[config.mk]
export PLATFORM = sky130hd
export DESIGN_NAME = glyph_row_draw
export DESIGN_NICKNAME = d
export VERILOG_FILES = /design/src/rtl/glyph_row_draw.sv
export SDC_FILE = /design/constraint.sdc
export NUM_CORES = 1
export LEC_CHECK = 0
export CAP_MARGIN = 5
export CORE_MARGIN = 4
export CORE_UTILIZATION = 50
export CTS_BUF_LIST = sky130_fd_sc_hd__clkbuf_8
export CTS_CLUSTER_DIAMETER = 200
export DETAILED_ROUTE_END_ITERATION = 10
export DONT_BUFFER_PORTS = 1
export PLACE_DENSITY = 0.76
export SYNTH_ARGS = -nofsm -noshare
export SYNTH_HDL_FRONTEND = slang
export SYNTH_SLANG_ARGS = --single-unit
export TNS_END_PERCENT = 30
[constraint.sdc]
create_clock -name clk -period 85.6 [get_ports clk]
set_input_delay 17.12 -clock clk [delete_from_list [all_inputs] [get_ports clk]]
set_output_delay 17.12 -clock clk [all_outputs]
set_load 0.05 [all_outputs]
[src/rtl/glyph_row_draw.sv]
// glyph_row_draw: rasterises a row of monochrome glyph bitmaps into one VGA pixel write per clock.
// Define CLEAR_PASS_EN to erase the previously drawn row before each draw.
module glyph_row_draw #(
  parameter int NUM_GLYPHS = 3,
  parameter int GLYPH_W = 12,
  parameter int GLYPH_H = 12,
  parameter int GAP = 0,
  parameter int X_W = 8,
  parameter int Y_W = 7,
  parameter int COLOUR_W = 3
) (
  input  logic                                  clk,
  input  logic                                  reset,
  input  logic                                  ld,
  input  logic [NUM_GLYPHS*GLYPH_W*GLYPH_H-1:0] glyph_bits,
  input  logic [X_W-1:0]                        x,
  input  logic [Y_W-1:0]                        y,
  input  logic [COLOUR_W-1:0]                   colour_in,
  output logic [X_W-1:0]                        x_out,
  output logic [Y_W-1:0]                        y_out,
  output logic [COLOUR_W-1:0]                   colour,
  output logic                                  writeEn,
  output logic                                  busy,
  output logic                                  done
);
  localparam int P = NUM_GLYPHS * GLYPH_W * GLYPH_H;
  localparam int IW = $clog2(P);
  localparam int CW = $clog2(GLYPH_W + 1);
  localparam int RW = $clog2(GLYPH_H + 1);
  localparam int GW = $clog2(NUM_GLYPHS + 1);
  localparam int PITCH = GLYPH_W + GAP;
  localparam logic [1:0] IDLE = 2'd0, DRAW = 2'd1;
`ifdef CLEAR_PASS_EN
  localparam logic [1:0] CLEAR = 2'd2;
  logic prev_valid;
  logic [X_W-1:0] prev_x;
  logic [Y_W-1:0] prev_y;
`endif
  logic [1:0] state;
  logic [IW-1:0] idx, bi;
  logic [CW-1:0] c;
  logic [RW-1:0] r;
  logic [GW-1:0] g;
  logic [P-1:0] bits_q;
  logic [X_W-1:0] xq, bx;
  logic [Y_W-1:0] yq, by;
  logic [COLOUR_W-1:0] cq;
  logic last, c_last, r_last, clr;
  always_comb begin
    last = idx == IW'(P - 1);
    c_last = c == CW'(GLYPH_W - 1);
    r_last = r == RW'(GLYPH_H - 1);
    bi = IW'(P - 1) - idx;
`ifdef CLEAR_PASS_EN
    clr = state == CLEAR;
    bx = clr ? prev_x : xq;
    by = clr ? prev_y : yq;
`else
    clr = 1'b0;
    bx = xq;
    by = yq;
`endif
  end
  always_ff @(posedge clk) begin
    if (reset) begin
      state <= IDLE;
      x_out <= '0;
      y_out <= '0;
      colour <= '0;
      writeEn <= 1'b0;
      busy <= 1'b0;
      done <= 1'b0;
      idx <= '0;
      c <= '0;
      r <= '0;
      g <= '0;
`ifdef CLEAR_PASS_EN
      prev_valid <= 1'b0;
      prev_x <= '0;
      prev_y <= '0;
`endif
    end else begin
      done <= 1'b0;
      busy <= ld || state != IDLE;
      if (state == IDLE) begin
        writeEn <= 1'b0;
        colour <= '0;
        if (ld) begin
          bits_q <= glyph_bits;
          xq <= x;
          yq <= y;
          cq <= colour_in;
`ifdef CLEAR_PASS_EN
          state <= prev_valid ? CLEAR : DRAW;
`else
          state <= DRAW;
`endif
        end
      end else begin
        x_out <= bx + X_W'(PITCH * g + c);
        y_out <= by + Y_W'(r);
        writeEn <= clr | bits_q[bi];
        colour <= clr ? '0 : cq;
        // one flat pixel index, mirrored by column/row/glyph counters that wrap together
        idx <= last ? '0 : idx + 1'b1;
        c <= (last || c_last) ? '0 : c + 1'b1;
        r <= (last || (c_last && r_last)) ? '0 : c_last ? r + 1'b1 : r;
        g <= last ? '0 : (c_last && r_last) ? g + 1'b1 : g;
        if (last && clr) state <= DRAW;
        if (last && !clr) begin
          state <= IDLE;
          done <= 1'b1;
`ifdef CLEAR_PASS_EN
          prev_valid <= 1'b1;
          prev_x <= xq;
          prev_y <= yq;
`endif
        end
      end
    end
  end
endmodule

==> impl_metrics.ini <==
[finish]
finalNetCount = 1547
drive_gt1_share_pct = 18.0
area_growth_pct = 9.37
fin_area_um2 = 21400
final_util_pct = 55.4

[clocking]
cts-buffers-inserted = 78
ctsResizeCount = 0
clockBufferDepth = 3
clock-sinks = 491
cts_max_level = 3
clk_pin_slew_ns = 0.06
cts_root_buf = clkbuf_8
holdBufCountCts = 0
postCtsSetupRepairBufs = 0
tritoncts = yes
clk_latency_ns = 0.62

[critical_path]
reg2regPathDepth = 5
worstPathMaxFanout = 90
slowest_stage = buf_4
crit_path_frequent_cell = buf_4
critPathLaunchType = primary input
regToRegSetupSlack_ns = 80.91
worstSetupEndpointType = flop
required_ns = 85.84
crit_chain = nor3b_2, buf_4, buf_4, buf_4, buf_4
crit_type = primary input to flop
arrival_ns = 20.73
slowest_delay_ns = 0.96

[detailed_routing]
drt-total-wl_mm = 47.5
ant_nets = 0
via_per_inst = 5.80
avgRoutedWirePerCell_um = 28.7
firstDrtPassIters = 5
vias = 9601
drc_errors = 0
drt-initial-drc-count = 588

[timing]
fin_crit_sh_pct = 23.9
min_period_ns = 20.49
setup_viol = 0
fin_ws_ns = 65.11
hold_violations = 0
setup_tns_ns = 0
clock_skew_ns = 0.0307
tightest_slew_ns = 1.09
clock.fmax_mhz = 48.8
finalMaxSlewViolations = 0
rsz0062_at_grt = false
relSlewSlack_pct = 27.4
holdWs_ns = 0.471

[die]
dieArea_um2 = 42400
initial_core_util_pct = 50.7
die_y_um = 206
fp.dieW_um = 206
coreArea_um2 = 38600
num_rows = 72
ioPinCount = 474

[power_and_ir_drop]
leakagePower_nw = 6.99
power_density_nw_per_um2 = 22.9
peakVddDrop_mv = 0.0218

[grt]
grt.total_usage_pct = 22.0
grt_pass1_vias = 10200
grt_pass1_wl_mm = 66.6
grt-ovfl-total = 0
grt_start_max_net_pins = 91
antenna_found_initial = 15

[hold_path]
hp-class = flop to flop
holdPathStages = 1

[placement]
port_buffers = 0
routabilityCongestion = 0.854
placed_cell_area_um2 = 20000
hpwl_mm = 34.6
place_ws_ns = 64.48

[run_status]
status = complete, no violations

[logic_synthesis]
yosysWarnings = 0
netlist-cell-type-count = 64
avgSynthCellArea_um2 = 19.1
synth_edf_count = 450
synth_top_cell_by_area = edfxtp_1
synth_flop_cell = edfxtp_1
syn_nets = 1501
synth_top_area_share_pct = 69.0
syn_inst = 1023
ys_top_cells_by_area = edfxtp_1, mux4_2, dfxtp_1
ys_ff_latch = 491
synth-seq-area-share_pct = 73.2
ys_async_sr_fraction_pct = 0
synthesis.area_um2 = 19600

[flow_run]
maxCapViolations = 0
-- final timing paths --
check | start | to
worst max-delay path | reset | bits_q[110]
worst min-delay path | cq[1] | colour[1]
worst max register to register | state[0] | bits_q[110]
worst min register to register | cq[1] | colour[1]
-- kinds of logic after synthesis --
family	after synthesis	share of synthesized area, %
compound gates	121	4.35
xor+xnor	24	1.07
fa+ha+maj	25	1.75
buf+inv	63	2.32
flops	491	73.2
mux	150	13.6
simple gates	149	3.72
-- registers in the layout, summed over array words and instances, names as in the netlist --
| register | cells |
|---|---|
| x_out | 8 |
| writeEn | 1 |
| idx | 9 |
| c | 4 |
| done | 1 |
| busy | 1 |
| by | 7 |
| y_out | 7 |
| g | 2 |
| r | 4 |
| bits_q | 432 |
| state | 1 |
| bx | 8 |
| colour | 3 |
| cq | 3 |
-- cells in the final DEF (no fill, tap or decap), types with 19 or more instances in the layout --
cell type,netlist,final
edfxtp_1,450,450
clkbuf_8,2,81
mux4_2,74,74
mux2i_1,58,58
nor2_1,52,52
dfxtp_1,41,36
inv_1,13,30
a21oi_1,26,26
nand2_1,24,24
clkinv_1,1,22
ha_1,21,21
a211oi_1,19,19
-- power breakdown --
part	internal (mW)	leakage (nW)	switching, mW
clock network	0.0949	0.815	0.0892
logic	0.0125	1.67	0.0145
registers	0.273	4.50	0.00642
-- worst max-delay path: cells and delay by family --
kind                   cells  cell delay, ns
AND/OR/NAND/NOR            1            0.15
buffers and inverters      4            3.32
-- metal layers --
metal | vias up | global-route usage [%] | wire length, um
met5 | - | 0 | 52
met4 | 8 | 7.15 | 1160
li1 | 4275 | - | -
met2 | 459 | 37.0 | 23900
met1 | 4780 | 26.7 | 18000
met3 | 79 | 7.92 | 4440
-- through the flow --
stage	power (mW)	cells
2_1_floorplan	0.316	1023
3_3_place_gp	0.311	1507
3_5_place_dp	0.312	1507
4_1_cts	0.496	1647
5_1_grt	0.510	1653
6_report	0.490	1656
-- cell usage after synthesis (all sizes together), types with 3 or more instances --
cell,number
a32oi,4
mux4,88
nor3,9
or3,3
mux2,4
clkbuf,17
nand3,13
fa,4
a21o,4
o211ai,3
inv,14
a2111oi,5
ha,21
o21ai,17
nor2,52
edfxtp,450
buf,31
a31oi,3
a21oi,26
xor2,9
nor4,4
dfxtp,41
o21bai,3
a211oi,19
a22oi,15
xnor2,15
nor2b,13
nand2b,11
and2,9
mux2i,58
nand2,24
a221oi,5
and2b,3
-- layout make-up --
type                       instances  area, um^2
sequential                       491       14300
antenna                            9        22.5
clock buffer                      81        1110
inverter                          15        56.3
multi-input combinational        469        4800
clock inverter                    59         325
fill                            2898       17200
tap                              518         648
timing repair buffer              14         105
No activity file was read; power rests on OpenSTA's default activity.
